**src/rtl/muldiv_pkg.sv**
```systemverilog
// rtl/muldiv_pkg.sv - RV32M op encodings, FSM state constants and op-class helpers
package muldiv_pkg;

   typedef enum logic [2:0] {
      OP_MUL    = 3'b000,
      OP_MULH   = 3'b001,
      OP_MULHSU = 3'b010,
      OP_MULHU  = 3'b011,
      OP_DIV    = 3'b100,
      OP_DIVU   = 3'b101,
      OP_REM    = 3'b110,
      OP_REMU   = 3'b111
   } op_e;

   typedef logic [1:0] state_t;
   localparam state_t ST_IDLE = 2'd0;
   localparam state_t ST_CALC = 2'd1;
   localparam state_t ST_FIX  = 2'd2;
   localparam state_t ST_DONE = 2'd3;

   function automatic logic is_div(op_e op);
      return op inside {OP_DIV, OP_DIVU, OP_REM, OP_REMU};
   endfunction

   function automatic logic is_rem(op_e op);
      return op inside {OP_REM, OP_REMU};
   endfunction

   function automatic logic is_signed_a(op_e op);
      return op inside {OP_MUL, OP_MULH, OP_MULHSU, OP_DIV, OP_REM};
   endfunction

   function automatic logic is_signed_b(op_e op);
      return op inside {OP_MUL, OP_MULH, OP_DIV, OP_REM};
   endfunction

   function automatic logic returns_high(op_e op);
      return op inside {OP_MULH, OP_MULHSU, OP_MULHU};
   endfunction

endpackage

```
**src/rtl/muldiv_step.sv**
```systemverilog
// rtl/muldiv_step.sv - one combinational iteration: BITS_PER_CYCLE MSB-first
// shift-add (multiply) or restoring shift-subtract (divide) steps on magnitudes
module muldiv_step #(
   parameter int DATA_WIDTH     = 32,
   parameter int BITS_PER_CYCLE = 1
) (
   input  logic                      i_is_div,
   input  logic [2*DATA_WIDTH-1:0]   i_prod,
   input  logic [DATA_WIDTH:0]       i_rem,
   input  logic [DATA_WIDTH-1:0]     i_shreg,
   input  logic [DATA_WIDTH-1:0]     i_operand,
   output logic [2*DATA_WIDTH-1:0]   o_prod,
   output logic [DATA_WIDTH:0]       o_rem,
   output logic [DATA_WIDTH-1:0]     o_shreg
);
   localparam int W = DATA_WIDTH;

   logic [2*W-1:0] w_p;
   logic [W:0]     w_r;
   logic [W-1:0]   w_s;

   // i_shreg holds the multiplier (consumed MSB first) or the dividend that
   // is progressively replaced by quotient bits from the LSB end.
   always_comb begin
      w_p = i_prod;
      w_r = i_rem;
      w_s = i_shreg;
      for (int k = 0; k < BITS_PER_CYCLE; k++) begin
         if (i_is_div) begin
            w_r = {w_r[W-1:0], w_s[W-1]};
            w_s = {w_s[W-2:0], 1'b0};
            if (w_r >= {1'b0, i_operand}) begin
               w_r    = w_r - {1'b0, i_operand};
               w_s[0] = 1'b1;
            end
         end else begin
            w_p = {w_p[2*W-2:0], 1'b0} + (w_s[W-1] ? {{W{1'b0}}, i_operand} : {(2*W){1'b0}});
            w_s = {w_s[W-2:0], 1'b0};
         end
      end
   end

   assign o_prod  = w_p;
   assign o_rem   = w_r;
   assign o_shreg = w_s;

endmodule

```
**src/rtl/muldiv_unit.sv**
```systemverilog
// rtl/muldiv_unit.sv - iterative RV32M multiply/divide unit with
// start/busy/done handshake, kill abort and single-cycle special cases
module muldiv_unit
   import muldiv_pkg::*;
#(
   parameter int DATA_WIDTH     = 32,
   parameter int BITS_PER_CYCLE = 1
) (
   input  logic                  clk,
   input  logic                  rst,
   input  logic                  start,
   input  logic                  kill,
   input  logic [2:0]            funct3,
   input  logic [DATA_WIDTH-1:0] op_a,
   input  logic [DATA_WIDTH-1:0] op_b,
   output logic                  busy,
   output logic                  done,
   output logic [DATA_WIDTH-1:0] result
);
   localparam int W     = DATA_WIDTH;
   localparam int N     = DATA_WIDTH / BITS_PER_CYCLE;
   localparam int CNT_W = $clog2(N) + 1;
   localparam logic [CNT_W-1:0] LAST_STEP = CNT_W'(N - 1);
   localparam logic [W-1:0]     MOST_NEG  = {1'b1, {(W-1){1'b0}}};

   state_t           r_state;
   op_e              r_op;
   logic             r_sign_a;
   logic             r_neg;
   logic [2*W-1:0]   r_prod;
   logic [W:0]       r_rem;
   logic [W-1:0]     r_shreg;
   logic [W-1:0]     r_operand;
   logic [CNT_W-1:0] r_cnt;
   logic [W-1:0]     r_result;

   op_e            w_op;
   logic           w_sign_a, w_sign_b, w_div_zero, w_ovf;
   logic [W-1:0]   w_mag_a, w_mag_b, w_special_res;
   logic [2*W-1:0] w_step_prod, w_prod_fix;
   logic [W:0]     w_step_rem;
   logic [W-1:0]   w_step_shreg, w_quo_fix, w_rem_fix, w_fix_res;

   assign w_op       = op_e'(funct3);
   assign w_sign_a   = is_signed_a(w_op) & op_a[W-1];
   assign w_sign_b   = is_signed_b(w_op) & op_b[W-1];
   assign w_mag_a    = w_sign_a ? -op_a : op_a;
   assign w_mag_b    = w_sign_b ? -op_b : op_b;
   assign w_div_zero = is_div(w_op) && (op_b == '0);
   assign w_ovf      = (w_op inside {OP_DIV, OP_REM}) && (op_a == MOST_NEG) && (op_b == '1);
   assign w_special_res = is_rem(w_op) ? (w_div_zero ? op_a : '0)
                                       : (w_div_zero ? '1 : MOST_NEG);

   muldiv_step #(
      .DATA_WIDTH    (DATA_WIDTH),
      .BITS_PER_CYCLE(BITS_PER_CYCLE)
   ) u_step (
      .i_is_div (is_div(r_op)),
      .i_prod   (r_prod),
      .i_rem    (r_rem),
      .i_shreg  (r_shreg),
      .i_operand(r_operand),
      .o_prod   (w_step_prod),
      .o_rem    (w_step_rem),
      .o_shreg  (w_step_shreg)
   );

   // Remainder takes the dividend's sign; product and quotient use a^b.
   assign w_prod_fix = r_neg ? -r_prod : r_prod;
   assign w_quo_fix  = r_neg ? -r_shreg : r_shreg;
   assign w_rem_fix  = r_sign_a ? -r_rem[W-1:0] : r_rem[W-1:0];
   assign w_fix_res  = is_div(r_op) ? (is_rem(r_op) ? w_rem_fix : w_quo_fix)
                                    : (returns_high(r_op) ? w_prod_fix[2*W-1:W] : w_prod_fix[W-1:0]);

   always_ff @(posedge clk) begin
      if (rst) begin
         r_state   <= ST_IDLE;
         r_op      <= OP_MUL;
         r_sign_a  <= 1'b0;
         r_neg     <= 1'b0;
         r_prod    <= '0;
         r_rem     <= '0;
         r_shreg   <= '0;
         r_operand <= '0;
         r_cnt     <= '0;
         r_result  <= '0;
      end else if (kill) begin
         r_state <= ST_IDLE;
      end else begin
         case (r_state)
            ST_IDLE: if (start) begin
               r_op      <= w_op;
               r_sign_a  <= w_sign_a;
               r_neg     <= w_sign_a ^ w_sign_b;
               r_shreg   <= w_mag_a;
               r_operand <= w_mag_b;
               r_prod    <= '0;
               r_rem     <= '0;
               r_cnt     <= '0;
               if (w_div_zero || w_ovf) begin
                  r_result <= w_special_res;
                  r_state  <= ST_DONE;
               end else begin
                  r_state  <= ST_CALC;
               end
            end
            ST_CALC: begin
               r_prod  <= w_step_prod;
               r_rem   <= w_step_rem;
               r_shreg <= w_step_shreg;
               r_cnt   <= r_cnt + CNT_W'(1);
               if (r_cnt == LAST_STEP) r_state <= ST_FIX;
            end
            ST_FIX: begin
               r_result <= w_fix_res;
               r_state  <= ST_DONE;
            end
            default: r_state <= ST_IDLE;
         endcase
      end
   end

   assign busy   = (r_state != ST_IDLE);
   assign done   = (r_state == ST_DONE);
   assign result = r_result;

endmodule

```
**config.mk**
```make
export PLATFORM = sky130hd
export DESIGN_NAME = muldiv_unit
export DESIGN_NICKNAME = d
export VERILOG_FILES = /design/src/rtl/muldiv_pkg.sv /design/src/rtl/muldiv_step.sv /design/src/rtl/muldiv_unit.sv
export SDC_FILE = /design/constraint.sdc
export NUM_CORES = 1
export LEC_CHECK = 0
export CAP_MARGIN = 40
export CORE_UTILIZATION = 45
export DETAILED_ROUTE_END_ITERATION = 10
export GPL_TIMING_DRIVEN = 0
export PLACE_DENSITY = 0.59
export SETUP_SLACK_MARGIN = 0.2
export SLEW_MARGIN = 20
export SYNTH_ARGS = -nofsm -noshare
export SYNTH_HDL_FRONTEND = slang
export SYNTH_SLANG_ARGS = --single-unit
```
**constraint.sdc**
```tcl
create_clock -name clk -period 10.6 [get_ports clk]
set_clock_uncertainty 0.1 [all_clocks]
set_input_delay 1.59 -clock clk [delete_from_list [all_inputs] [get_ports clk]]
set_output_delay 1.59 -clock clk [all_outputs]
set_load 0.01 [all_outputs]
```
==> reports/results.tsv <==
metric	value	unit
cts_tree	yes	
design.core.area	0.03670	sq mm
drtIter0Drc	1768	
initial_utilization	45.78	%
die_width	195.2	um
worst-setup-path-type	in2reg	
setup_tns	0	ns
maxSlewHeadroom	38.15	%
routed_wl	68430	um
rrSetupSlack	5.92	ns
vias_per_cell	6.179	
cts_resized	0	
crit_required	10.98	ns
synth-seq-cells	205	
cts_max_path_buffers	3	
syn_area	0.01680	sq mm
peakVddDrop	0.1283	mV
cts-root-buf	clkbuf_16	
fin_nets	2619	
path_cells	clkdlybuf4s50_1 > or4_1 > nor4_1 > nand2_1 > nor4_1 > a21oi_1 > o22ai_1 > clkbuf_1 > nand2_1 > a21oi_1	
leakagePower	7.068	nW
power_density	116.3	mW/mm^2
finalPower	2.262	mW
report.final.slew_viol_count	0	
cp.arrival	5.70	ns
post-cts-setup-buffers	0	
buffer_ports.inserted	104	
synth_seq_area_share	24.43	%
synth_area_leader_cell	dfxtp_1	
cts_sinks	205	
fillers	3698	
clk_pin_slew	0.06	ns
status	completed	
r2r-start	r_shreg[31]	
postSynthAreaPerCell	7.198	sq um
fp.dieArea	0.03811	sq mm
cts_buffers	26	
dp_hpwl	54430	um
max_cap_viol_count	0	
htreeDepth	1	
synth_flop_cell	dfxtp_1	
postRouteAntennaNets	0	
die_h	195.2	um
overflow	0	
area_growth	15.80	%
min_path_type	reg2reg	
synth.distinct_cells	89	
antenna_found_initial	0	
multi_input_comb_area	0.01184	sq mm
setup_viol	0	
syn_inst	2334	
synth_edf_count	0	
drtPass1Iterations	5	
drive_gt1_share	4.056	%
rsz0062_at_grt	no	
tightest_slew	0.9277	ns
register_area	0.004104	sq mm
grt_pass1_vias	16980	
ys_async_sr_fraction	0	%
cp_slowest_cell	or4_1	
holdCritStartpoint	r_operand[31]	
critPathCaptureType	flip-flop	
grt_pass1_wl	103000	um
num_antenna_cells	0	
finalCritPeriodShare	50.19	%
max_freq	188.0	MHz
cp-start-kind	primary input	
grtUsageTotal	35.19	%
placementRows	70	
grt_max_degree	13	
wl_per_cell	23.13	um
drc	0	
clock_latency	0.56	ns
hold_viol_final	0	
worstPathMaxFanout	10	
crit_path_max_incr_delay	0.63	ns
cts_hold_buf	0	
synth_top_area_share	24.43	%
synth_nets	2483	
yosys-top-cells-area	dfxtp_1, nand2_1, o21ai_0	
min_period	5.320	ns
gp_congestion	1.007	
num_vias	18280	
ys_warn_count	0	
crit_start	op_a[24]	
io_pins	105	
-- worst paths after layout --
| check | cells after the start | to |
|---|---|---|
| max | 10 | result[3] |
| min | 2 | r_operand[31] |
| max reg2reg | 16 | r_prod[60] |
| min reg2reg | 2 | r_operand[31] |
-- cell usage in the layout, fill, tap and decap left out, drive strengths merged, types with 71 or more instances in the layout --
master	count
ha	76
dfxtp	205
nand2	316
xor2	129
clkbuf	164
clkdlybuf4s50	104
nor2	244
inv	71
o21ai	239
xnor2	121
a21oi	155
-- logic make-up after synthesis --
| group | share of synthesized area, % |
|---|---|
| mux | 1.266 |
| simple gates | 23.47 |
| compound gates | 26.83 |
| xor+xnor | 13.03 |
| flops | 24.43 |
| fa+ha+maj | 5.899 |
| buf+inv | 5.072 |
-- metal layers --
layer / routed length, um / GRT usage, % / vias up
met3: 5510 / 5.941 / 115
met1: 30950 / 49.04 / 8700
met5: 0 / 0 / -
met2: 30120 / 55.46 / 761
li1: - / - / 8702
met4: 1853 / 10.06 / 0
-- synth_stat cells (4+ instances only) --
| cell | n |
|---|---|
| o41ai_1 | 23 |
| o21ai_0 | 234 |
| or4_1 | 16 |
| o2111ai_1 | 8 |
| and4_1 | 4 |
| or2_2 | 8 |
| xnor2_1 | 121 |
| inv_1 | 71 |
| or3_1 | 28 |
| clkbuf_1 | 130 |
| nor4_1 | 19 |
| a21o_1 | 22 |
| nand3_1 | 55 |
| ha_1 | 76 |
| o21a_1 | 4 |
| and2_1 | 5 |
| a211oi_1 | 47 |
| xor2_1 | 129 |
| o221ai_1 | 14 |
| nand2b_1 | 17 |
| a31oi_1 | 21 |
| o21bai_1 | 10 |
| a221o_1 | 4 |
| nor2b_1 | 10 |
| a22oi_1 | 20 |
| o211ai_1 | 13 |
| nand3b_1 | 7 |
| a221oi_1 | 6 |
| a311oi_1 | 18 |
| nor2_1 | 240 |
| a21oi_1 | 155 |
| a31o_2 | 4 |
| mux2i_1 | 19 |
| buf_2 | 12 |
| o31ai_1 | 50 |
| nand2_1 | 316 |
| nand4_1 | 28 |
| nor3_1 | 43 |
| buf_1 | 9 |
| dfxtp_1 | 205 |
| and3_1 | 18 |
| o22ai_1 | 14 |
-- worst max-delay path: cells and delay by family --
family	cells	cell delay [ns]
buffers and inverters	2	1.08
and+or+nand+nor	5	2.06
AOI/OAI and AO/OA	3	0.97
-- layout make-up --
type | count | area share [%]
clock buffers | 34 | 3.865
plain buffers | 151 | 2.991
inverters | 72 | 1.389
flip-flops and latches | 205 | 21.10
multi-input cells | 1906 | 60.88
clock inverters | 14 | 1.203
repair buffers | 108 | 5.563
well taps | 468 | 3.010
-- flip-flops by register name, indices dropped and copies added, names as in the netlist, 2 cells and up --
name       cells
r_cnt          6
r_rem         32
result        32
r_shreg       32
r_operand     32
r_state        2
r_prod        64
r_op           3
-- where the power goes --
part | switching (mW) | internal, mW
combinational | 0.276 | 0.147
sequential | 0.0234 | 0.790
clock | 0.380 | 0.645
total | 0.679 | 1.58
-- metrics by stage --
step                instance area, sq um  worst slack (ns)  cells  util, %  hold slack, ns
floorplan                          16800             6.496   2334        -          0.3319
global placement                   18430             4.884   2906    50.21          0.3467
detailed placement                 18460             4.828   2909    50.29          0.3540
CTS                                19440             5.406   2957    52.98          0.3668
global route                       19450             5.105   2958    53.01          0.3918
finish                             19450             5.280   2958    53.01          0.3661
Note: power is estimated with default switching activity, not from simulation.
==> patch 1, RTL diff (same settings) <==
Register the inputs `start`, `kill`, `funct3`, `op_a` and `op_b` before use, without a reset. The logic sees them one clock later. Comments in the files are not updated.
--- a/src/rtl/muldiv_unit.sv
+++ b/src/rtl/muldiv_unit.sv
@@ -24,4 +24,18 @@
    localparam logic [W-1:0]     MOST_NEG  = {1'b1, {(W-1){1'b0}}};
 
+   logic start_q;
+   logic kill_q;
+   logic [2:0] funct3_q;
+   logic [DATA_WIDTH-1:0] op_a_q;
+   logic [DATA_WIDTH-1:0] op_b_q;
+
+   always_ff @(posedge clk) begin
+      start_q  <= start;
+      kill_q   <= kill;
+      funct3_q <= funct3;
+      op_a_q   <= op_a;
+      op_b_q   <= op_b;
+   end
+
    state_t           r_state;
    op_e              r_op;
@@ -42,12 +56,12 @@
    logic [W-1:0]   w_step_shreg, w_quo_fix, w_rem_fix, w_fix_res;
 
-   assign w_op       = op_e'(funct3);
-   assign w_sign_a   = is_signed_a(w_op) & op_a[W-1];
-   assign w_sign_b   = is_signed_b(w_op) & op_b[W-1];
-   assign w_mag_a    = w_sign_a ? -op_a : op_a;
-   assign w_mag_b    = w_sign_b ? -op_b : op_b;
-   assign w_div_zero = is_div(w_op) && (op_b == '0);
-   assign w_ovf      = (w_op inside {OP_DIV, OP_REM}) && (op_a == MOST_NEG) && (op_b == '1);
-   assign w_special_res = is_rem(w_op) ? (w_div_zero ? op_a : '0)
+   assign w_op       = op_e'(funct3_q);
+   assign w_sign_a   = is_signed_a(w_op) & op_a_q[W-1];
+   assign w_sign_b   = is_signed_b(w_op) & op_b_q[W-1];
+   assign w_mag_a    = w_sign_a ? -op_a_q : op_a_q;
+   assign w_mag_b    = w_sign_b ? -op_b_q : op_b_q;
+   assign w_div_zero = is_div(w_op) && (op_b_q == '0);
+   assign w_ovf      = (w_op inside {OP_DIV, OP_REM}) && (op_a_q == MOST_NEG) && (op_b_q == '1);
+   assign w_special_res = is_rem(w_op) ? (w_div_zero ? op_a_q : '0)
                                        : (w_div_zero ? '1 : MOST_NEG);
 
@@ -85,9 +99,9 @@
          r_cnt     <= '0;
          r_result  <= '0;
-      end else if (kill) begin
+      end else if (kill_q) begin
          r_state <= ST_IDLE;
       end else begin
          case (r_state)
-            ST_IDLE: if (start) begin
+            ST_IDLE: if (start_q) begin
                r_op      <= w_op;
                r_sign_a  <= w_sign_a;
Formal check against the unedited RTL: not equivalent (a bounded check fails within 4 cycles, from zero or initial values and one cycle with rst high).
==> patch 1 against the original RTL <==
Sequential cell count increased by 69; hold slack worse by 0.0072 ns; final area rose by 9.6%; global-route usage is 1.4 points lower; critical endpoint is now r_prod[38]$_SDFFE_PP0P_; register-to-register slack got worse by 0.56 ns; worst setup slack better by 0.076 ns; first-iteration DRC count is 23% higher; total power rose by 19%; area after synthesis grew 10%; wire length rose by 4.6%.
==> patch 1: results (changes against the original RTL) <==
| Metric | Value |
|---|---|
| Worst hold path cell count | `2 (unchanged)` |
| XOR/XNOR Fraction of Synth Area | `10.8% (-2.2 points)` |
| CTS resizes | `0 (unchanged)` |
| Yosys warning count | `0 (unchanged)` |
| Grt total ovfl | `0 (unchanged)` |
| Compound-Gate Fraction of Synth Area | `25.5% (-1.3 points)` |
| Leak pwr | `8.09 nW (+15%)` |
| Status | `completed` |
| DR WL met3 | `5430 um (-1.4%)` |
| H-tree Lvls | `1 (unchanged)` |
| WL met1 | `31400 um (+1.6%)` |
| Layout cells sized above 1 | `3.54% (-0.52 points)` |
| First-pass GRT wire length | `108000 um (+4.5%)` |
| VDD IR-drop max | `143 uV (+12%)` |
| Initial antenna violation count | `0 (unchanged)` |
| Largest net degree at the start of global routing | `17 (+4)` |
| Largest Register | `r_prod` |
| Cell variety after synth | `74 (-17%)` |
| Vias in the first global route | `17800 (+4.8%)` |
| Worst Path Max Fanout | `10 (unchanged)` |
| Slew at the pin with the worst max-slew slack | `0.940 ns (+0.0125 ns)` |
| Mux contribution to synthesized area | `1.25% (-0.015 points)` |
| Antenna diodes | `0 (unchanged)` |
| Sequential-to-total area share from yosys stat | `29.7% (+5.2 points)` |
| Critical path data arrival time | `5.66 ns (-0.04 ns)` |
| Pre-antenna DRT Iters | `6 (+1)` |
| Hold WC Path Type | `reg2reg` |
| Sw Ratio | `28.5% (-1.6 points)` |
| Post-layout net count | `2761 (+5.4%)` |
| Largest stage delay, worst path | `0.54 ns (-0.09 ns)` |
| Wire length on met2 | `31900 um (+6.0%)` |
| Net count after synthesis | `2618 (+5.4%)` |
| Crit-path slowest cell | `dfxtp_1` |
| Top Metal Used | `met4` |
| Crit-path leading delay family | `compound AO/OA/AOI/OAI gates` |
| Worst-path clk slew | `0.06 ns (about the same)` |
| Filler cells | `4045 (+9.4%)` |
| Synth top area cells | `dfxtp_1 (30%), o21ai_0 (6.7%), nand2_1 (6.4%)` |
| Top FF cell, synth | `dfxtp_1` |
| Ys async rst share | `0% (unchanged)` |
| R2R depth | `15 (-1)` |
| Adder-Cell Fraction of Synth Area | `5.36% (-0.54 points)` |
| Postcts setup bufs | `0 (unchanged)` |
| Starting DRC count in detailed routing | `2177 (+23%)` |
| Gp weighted congestion | `1.00 (-0.54%)` |
| GRT Overall Usage | `33.8% (-1.4 points)` |
| CTS max path bufs | `3 (unchanged)` |
| Routed WL | `71600 um (+4.6%)` |
| Detailed Place HPWL | `57200 um (+5.1%)` |
| Via Count | `19300 (+5.3%)` |
| Root buffer cell | `clkbuf_16` |
| TritonCTS Buffers | `31 (+19%)` |
| Top cells by instance count after synthesis | `nand2_1 (315), dfxtp_1 (274), o21ai_0 (248)` |
| Max FFs per register | `64 (unchanged)` |
| Worst-skew pair later-pin latency | `0.59 ns (+0.03 ns)` |
==> patch 1: final timing paths <==
path | from | endpoint | slack [ns]
worst min-delay path | r_operand[22]$_SDFFE_PP0P_ | r_operand[22]$_SDFFE_PP0P_ | 0.36
worst min register to register | r_operand[22]$_SDFFE_PP0P_ | r_operand[22]$_SDFFE_PP0P_ | 0.36
worst max-delay path | r_shreg[31]$_SDFFE_PP0P_ | r_prod[38]$_SDFFE_PP0P_ | 5.36
worst max register to register | r_shreg[31]$_SDFFE_PP0P_ | r_prod[38]$_SDFFE_PP0P_ | 5.36
==> patch 1: stage by stage <==
step / instance area [um^2] / std cells / util [%] / hold WS [ns] / setup slack, ns
global route: 21300 / 3155 / 53.2 / 0.372 / 4.99
CTS: 21300 / 3154 / 53.2 / 0.361 / 5.49
finish: 21300 / 3155 / 53.2 / 0.359 / 5.36
global placement: 20200 / 3098 / 50.4 / 0.346 / 5.52
detailed placement: 20200 / 3103 / 50.5 / 0.352 / 5.48
floorplan: 18500 / 2469 / - / 0.332 / 7.01
==> patch 1: per-layer routing <==
layer | GRT usage [%] | up-vias
met4 | 12.5 | 0
met2 | 53.5 | 826
met3 | 4.14 | 139
met5 | 0 | -
li1 | - | 9181
met1 | 46.7 | 9106
==> patch 1: area by class of cell <==
type,count,area [um^2],share of cell area [%]
multi-input combinational,1962,12100,56.8
sequential,274,5490,25.7
timing repair buffer,110,1090,5.09
clock buffer,38,842,3.95
tap,525,657,3.08
buffer,163,638,2.99
inverter,70,263,1.23
clock inverter,13,241,1.13
==> patch 1: cell families after synthesis <==
logic type,count (synthesis)
buffers and inverters,233
AOI/OAI and AO/OA,744
adders and majority gates,78
muxes,23
and+or+nand+nor,888
xor gates and xnor gates,229
DFF,274
==> patch 1: power by group through the flow <==
stage / registers, mW / logic [mW] / clock network [mW]
2_1_floorplan: 1.11 / 0.269 / 0
3_3_place_gp: 1.13 / 0.403 / 0
3_5_place_dp: 1.13 / 0.404 / 0
4_1_cts: 1.11 / 0.406 / 1.18
5_1_grt: 1.11 / 0.452 / 1.22
6_report: 1.11 / 0.415 / 1.16
==> patch 1: worst reg2reg max path, stage by stage (launching register included) <==
cell,delay [ns]
dfxtp_1,0.54
inv_1,0.30
clkbuf_1,0.29
nor2_1,0.29
ha_1,0.35
a2111oi_0,0.39
o21ai_0,0.25
a21boi_0,0.54
a211oi_1,0.23
o21ai_0,0.41
o21ai_0,0.28
a21oi_1,0.45
buf_2,0.36
nor3b_1,0.11
xnor2_1,0.13
o21ai_0,0.17
==> patch 2, RTL diff (same settings) <==
Without the edit above. `DATA_WIDTH` is set to 32 in 2 places; all go to 16.
--- a/src/rtl/muldiv_step.sv
+++ b/src/rtl/muldiv_step.sv
@@ -2,5 +2,5 @@
 // shift-add (multiply) or restoring shift-subtract (divide) steps on magnitudes
 module muldiv_step #(
-   parameter int DATA_WIDTH     = 32,
+   parameter int DATA_WIDTH     = 16,
    parameter int BITS_PER_CYCLE = 1
 ) (
--- a/src/rtl/muldiv_unit.sv
+++ b/src/rtl/muldiv_unit.sv
@@ -4,5 +4,5 @@
    import muldiv_pkg::*;
 #(
-   parameter int DATA_WIDTH     = 32,
+   parameter int DATA_WIDTH     = 16,
    parameter int BITS_PER_CYCLE = 1
 ) (
Ports: changed (resized op_a, op_b and result); port bits go from 105 to 57. No check against the original RTL was run, so the function may have changed too.
==> patch 2 against the original RTL <==
Critical path depth grew 2; wire length is 60% lower; sequential cell count fell by 97; area after synthesis fell by 48%; total power decreased by 55%; final area down 49%; final cell count shrank 50%; worst setup slack better by 0.82 ns; critical endpoint is now result[0]$_SDFFE_PP0P_.
==> patch 2: results (changes against the original RTL) <==
| Metric | Value |
|---|---|
| Layout cells sized above 1 | `5.25% (+1.2 points)` |
| Status | `completed` |
| Cell variety after synth | `80 (-10%)` |
| Reg-to-Reg Start | `r_shreg[15]$_SDFFE_PP0P_` |
| Starting DRC count in detailed routing | `583 (-67%)` |
| Port bufs | `54 (-48%)` |
| Critical path data arrival time | `4.63 ns (-1.07 ns)` |
| Seq/total area | `21.9% (+0.82 points)` |
| Synth Register Bits | `108 (-47%)` |
| First-pass GRT wire length | `43300 um (-58%)` |
| VDD IR-drop max | `71.2 uV (-44%)` |
| Filler cells | `1905 (-48%)` |
| Vias per cell | `5.77 (-6.7%)` |
| Clk pwr share | `35.6% (-9.7 points)` |
| HP Start | `result[2]$_SDFFE_PP0P_` |
| Worst-skew pair later-pin latency | `0.36 ns (-0.20 ns)` |
| GRT Overall Usage | `28.1% (-7.0 points)` |
| Hold EP | `result[2]$_SDFFE_PP0P_` |
| Sequential-to-total area share from yosys stat | `24.8% (+0.42 points)` |
| Compound-Gate Fraction of Synth Area | `25.1% (-1.8 points)` |
| H-tree Lvls | `3 (+2)` |
| Via Count | `8522 (-53%)` |
| R2R depth | `12 (-4)` |
| Power Density | `103 mW/mm^2 (-12%)` |
| Clk tree area frac | `3.02% (-2.0 points)` |
| Multi-input combinational area share | `60.7% (-0.22 points)` |
| Worst Path Max Fanout | `8 (-2)` |
| Final non-clock buffer share | `9.35% (+0.79 points)` |
| Adder-Cell Fraction of Synth Area | `6.93% (+1.0 points)` |
| P_sw | `0.323 mW (-52%)` |
| Worst-path clk slew | `0.08 ns (+0.02 ns)` |
| Post-DP Area | `0.00957 mm^2 (-48%)` |
| Total die area | `0.0199 mm^2 (-48%)` |
| XOR/XNOR Fraction of Synth Area | `12.4% (-0.65 points)` |
## patch 2: cell count changes after synthesis, moves of 34 or more
cell      change
nand2_1     -177
o21ai_0     -144
nor2_1      -129
dfxtp_1      -97
a21oi_1      -83
clkbuf_1     -81
xor2_1       -66
xnor2_1      -61
nand3_1      -34
## patch 2: how the worst max path moves through the flow
stage               cells after the start    start  slack, ns                      end
global placement                       12  op_b[0]       5.74   result[8]$_SDFFE_PP0P_
detailed placement                     12  op_b[0]       5.75  result[12]$_SDFFE_PP0P_
global route                           12  op_b[0]       5.87   result[0]$_SDFFE_PP0P_
finish                                 12  op_b[0]       6.10   result[0]$_SDFFE_PP0P_
CTS                                    12  op_b[0]       6.12  result[12]$_SDFFE_PP0P_
floorplan                              11  op_b[1]       6.87  result[10]$_SDFFE_PP0P_
## patch 2: layer usage
metal  part of all wire, %  routed length (um)  global-route usage, %
met1                    46               12600                   37.8
met4                   2.1                 589                   7.84
met2                    47               12800                   46.9
met3                   5.5                1520                   3.94
met5                     0                   0                      0
